File: config.mk
export PLATFORM = sky130hd
export DESIGN_NAME = data_source_seq
export DESIGN_NICKNAME = d
export VERILOG_FILES = /design/src/rtl/data_source_seq.sv
export SDC_FILE = /design/constraint.sdc
export NUM_CORES = 1
export LEC_CHECK = 0
export ABC_AREA = 1
export CAP_MARGIN = 10
export CORE_MARGIN = 1.5
export CORE_UTILIZATION = 41
export DETAILED_ROUTE_END_ITERATION = 10
export GPL_ROUTABILITY_DRIVEN = 0
export GPL_TIMING_DRIVEN = 0
export PLACE_DENSITY = 0.82
export SETUP_SLACK_MARGIN = 0.02
export SYNTH_ARGS = -nofsm -noshare
export SYNTH_HDL_FRONTEND = slang
export SYNTH_SLANG_ARGS = --single-unit
File: constraint.sdc
create_clock -name clk -period 1.6 [get_ports clk]
set_input_delay 0.32 -clock clk [delete_from_list [all_inputs] [get_ports clk]]
set_output_delay 0.32 -clock clk [all_outputs]
set_load 0.005 [all_outputs]
File: src/rtl/data_source_seq.sv
// Paced test-pattern source: N_DATA words per loop over N_LOOPS loops, one word every SENDNTH cycles.
// Define DATA_SOURCE_REPEAT_EN to wrap back to the first loop forever instead of stopping.
module data_source_seq #(
    parameter int SENDNTH    = 4,
    parameter int LOGSENDNTH = 2,
    parameter int N_LOOPS    = 2,
    parameter int LOGNLOOPS  = 1,
    parameter int WIDTH      = 32,
    parameter int MWIDTH     = 1,
    parameter int N_DATA     = 8,
    parameter int LOGNDATA   = 3
) (
    input  logic              clk,
    input  logic              rst_n,
    output logic              out_nd,
    output logic [WIDTH-1:0]  out_data,
    output logic [MWIDTH-1:0] out_m,
    output logic              error
);

    localparam logic BAD = (SENDNTH == 0) || (SENDNTH > (1 << LOGSENDNTH)) ||
                           (N_DATA == 0)  || (N_DATA > (1 << LOGNDATA)) ||
                           (N_LOOPS == 0) || (N_LOOPS > (1 << LOGNLOOPS));

    // Terminal counts; only meaningful when the parameters are consistent.
    localparam logic [LOGSENDNTH-1:0] P_LAST = LOGSENDNTH'(SENDNTH - 1);
    localparam logic [LOGNDATA-1:0]   I_LAST = LOGNDATA'(N_DATA - 1);
    localparam logic [LOGNLOOPS-1:0]  L_LAST = LOGNLOOPS'(N_LOOPS - 1);

    typedef enum logic {RUN, DONE} state_t;

    state_t                state, state_nxt;
    logic [LOGSENDNTH-1:0] p, p_nxt;
    logic [LOGNDATA-1:0]   i, i_nxt;
    logic [LOGNLOOPS-1:0]  l, l_nxt;
    logic [LOGNDATA:0]     i_inc;
    logic                  out_nd_nxt, error_nxt;
    logic [WIDTH-1:0]      out_data_nxt;
    logic [MWIDTH-1:0]     out_m_nxt;

    always_ff @(posedge clk or negedge rst_n) begin
        if (!rst_n) begin
            state    <= RUN;
            p        <= '0;
            i        <= '0;
            l        <= '0;
            out_nd   <= 1'b0;
            out_data <= '0;
            out_m    <= '0;
            error    <= 1'b0;
        end else begin
            state    <= state_nxt;
            p        <= p_nxt;
            i        <= i_nxt;
            l        <= l_nxt;
            out_nd   <= out_nd_nxt;
            out_data <= out_data_nxt;
            out_m    <= out_m_nxt;
            error    <= error_nxt;
        end
    end

    always_comb begin
        state_nxt    = state;
        p_nxt        = p;
        i_nxt        = i;
        l_nxt        = l;
        out_nd_nxt   = 1'b0;
        out_data_nxt = out_data;
        out_m_nxt    = out_m;
        error_nxt    = error | BAD;
        // Extra bit so i+1 is exact even when N_DATA == 2^LOGNDATA.
        i_inc        = {1'b0, i} + (LOGNDATA + 1)'(1);

        if (state == RUN && !BAD) begin
            if (p == P_LAST) begin
                p_nxt        = '0;
                out_nd_nxt   = 1'b1;
                out_data_nxt = WIDTH'(i_inc);
                out_m_nxt    = MWIDTH'(l);
                if (i == I_LAST) begin
                    i_nxt = '0;
                    if (l == L_LAST) begin
`ifdef DATA_SOURCE_REPEAT_EN
                        l_nxt = '0;
`else
                        state_nxt = DONE;
`endif
                    end else begin
                        l_nxt = l + LOGNLOOPS'(1);
                    end
                end else begin
                    i_nxt = i + LOGNDATA'(1);
                end
            end else begin
                p_nxt = p + LOGSENDNTH'(1);
            end
        end
    end

endmodule

==> results.sh <==
export IMPL_status="complete, no violations"
export IMPL_seq_area_frac_synth_pct=41.1
export IMPL_wirelength_mm=1.10
export IMPL_synth_cell_types=14
export IMPL_fp_dieH_um=45.2
export IMPL_antenna_found_initial=0
export IMPL_worstSetupEndpointType="output port"
export IMPL_dieArea_um2=2040
export IMPL_p_sw_w=0.000122
export IMPL_cap_violations=0
export IMPL_hpwl_um=919
export IMPL_avgSynthCellArea_um2=8.91
export IMPL_drc=0
export IMPL_final_util_pct=56.6
export IMPL_num_vias=526
export IMPL_ff2ff_path_depth=5
export IMPL_synthToLayoutAreaGrowth_pct=32.4
export IMPL_grt_busiest_layer="met2"
export IMPL_syn_area_um2=731
export IMPL_dr_pass1_iters=3
export IMPL_ys_ff_latch=12
export IMPL_htreeDepth=1
export IMPL_use_met1_pct=14.4
export IMPL_drive_above_1_share_pct=31.4
export IMPL_setup_violations=0
export IMPL_peakVddDrop_uv=311
export IMPL_critPathRequiredTime_ns=1.28
export IMPL_drv_slew=0
export IMPL_holdWs_ns=0.402
export IMPL_grt_use_met3_pct=3.60
export IMPL_grt_pass1_vias=434
export IMPL_cpMaxStageDelayCell="clkdlybuf4s50_1"
export IMPL_postCtsSetupRepairBufs=1
export IMPL_pwr_share_clk_pct=31.9
export IMPL_tightest_slew_ns=0.545
export IMPL_rsz0062_at_grt="no"
export IMPL_worstSetupStartpoint="out_data[2]"
export IMPL_grt_max_degree=13
export IMPL_critPathKind="reg -> out"
export IMPL_cts_tree="yes"
export IMPL_grt_overflow_total=0
export IMPL_io_pins=37
export IMPL_arrival_ns=1.21
export IMPL_max_freq_ghz=0.654
export IMPL_power_w=0.000559
export IMPL_core_um2=1710
export IMPL_synth_warnings=0
export IMPL_cp_max_fo=2
export IMPL_routedWlPerCell_um=7.55
export IMPL_p_seq_share_pct=54.3
export IMPL_ant_nets=0
export IMPL_nets=128
export IMPL_clkTransAtPathRegs_ns=0.07
export IMPL_maxSlewHeadroom_pct=63.6
export IMPL_final_common_cell="buf_4"
export IMPL_rows=15
export IMPL_clk_latency_ns=0.27
export IMPL_first_iter_violations=4
export IMPL_grtUsageMet2_pct=19.7
export IMPL_n_antenna_cell=0
export IMPL_netlist_instances=82
export IMPL_die_w_um=45.2
export IMPL_grtUsageTotal_pct=12.0
export IMPL_worstPathCellList="buf_4 -> clkdlybuf4s50_1"
export IMPL_cts_buffers=3
export IMPL_start_kind="register"
export IMPL_hold_buffers=0
export IMPL_hold_viol=0
export IMPL_p_int_w=0.000437
export IMPL_initial_core_util_pct=42.8
export IMPL_sw_frac_of_total_pct=21.9
export IMPL_clkSinkCount=12
export IMPL_powerDensity_nw_per_um2=578
export IMPL_combPwrFrac_pct=13.9
export IMPL_r2r_start="i[0]"
export IMPL_vias_per_cell=3.60
export IMPL_slowest_delay_ns=0.43
export IMPL_hold_path_class="in -> async"
export IMPL_fin_skew_ns=0.00402
export IMPL_cts_path_max_buffers=2
export IMPL_clockRootBuffer="clkbuf_4"
export IMPL_period_needed_ns=1.53
export IMPL_setup_tns_ns=0
export IMPL_post_cts_resized=0
export IMPL_final_cell_mix="31 x buf_4, 29 x conb_1, 20 x nand2_1, 12 x dfrtp_1, 7 x clkdlybuf4s50_1"
export IMPL_grt_pass1_wl_mm=1.74
export IMPL_fin_crit_sh_pct=95.5
export IMPL_io_buffers=7
export IMPL_p_leak_nw=0.575
-- cells in the mapped netlist --
cell / number / share of area (%)
inv_1: 4 / 2.1
nand2_4: 1 / 1.5
dfrtp_1: 12 / 41
nand3_1: 2 / 1.4
inv_2: 1 / 0.51
nand2_1: 20 / 10
buf_6: 1 / 1.5
o21ai_0: 3 / 2.1
o21ai_1: 2 / 1.4
conb_1: 1 / 0.51
buf_4: 30 / 31
nor2_1: 1 / 0.51
ha_1: 3 / 5.1
o21ai_2: 1 / 1.2
-- path summary, 6_finish.rpt --
kind,endpoint,slack [ns]
worst max-delay path,out_data[2],0.07
worst min-delay path,p[0],0.40
worst max register to register,i[0],0.39
worst min register to register,out_m,0.49
max in group asynchronous,l,0.83
min in group clk,out_m,0.49
-- state kept, by name (all words and copies together), names as in the netlist --
register / flops
i: 2
out_nd: 1
out_m: 1
out_data: 4
l: 1
state: 1
p: 2
-- cells by family after synthesis --
family | Yosys count | share of synthesized area, %
buffers and inverters | 36 | 34.9
and+or+nand+nor | 24 | 13.7
DFF | 12 | 41.1
AOI/OAI and AO/OA | 6 | 4.62
adders and majority gates | 3 | 5.14
other | 1 | 0.513
-- cell type report --
type | instances | area, um2
Fill cell | 162 | 741
Sequential cell | 12 | 300
Multi-Input combinational cell | 62 | 280
Buffer | 31 | 236
Timing Repair Buffer | 8 | 77.6
Tap cell | 25 | 31.3
Clock buffer | 3 | 22.5
Inverter | 5 | 18.8
-- worst max-delay path, delay by kind of cell (launching register included) --
family	cells	cell delay [ns]
buf+inv	2	0.56
flops	1	0.39
-- per-stage QoR --
stage | std cells | instance area (um2) | worst slack, ns
2_1_floorplan | 110 | 836 | 0.510
3_3_place_gp | 142 | 937 | 0.298
3_5_place_dp | 142 | 937 | 0.285
4_1_cts | 146 | 967 | 0.0638
5_1_grt | 146 | 967 | 0.0346
6_report | 146 | 967 | 0.0712
-- per-layer routing --
layer	vias up	wire length, um
met4	0	19
li1	270	-
met1	230	465
met2	23	547
met5	-	0
met3	3	70
-- power groups by stage --
| stage | Clock, W | Combinational, W | Sequential, W |
|---|---|---|---|
| after detailed placement | 0 | 0.0000744 | 0.000309 |
| after global placement | 0 | 0.0000742 | 0.000309 |
| after global routing | 0.000194 | 0.0000882 | 0.000303 |
| after floorplan | 0 | 0.0000662 | 0.000309 |
| after CTS | 0.000182 | 0.0000744 | 0.000303 |
| final | 0.000178 | 0.0000776 | 0.000303 |
No activity file was read; power rests on OpenSTA's default activity.
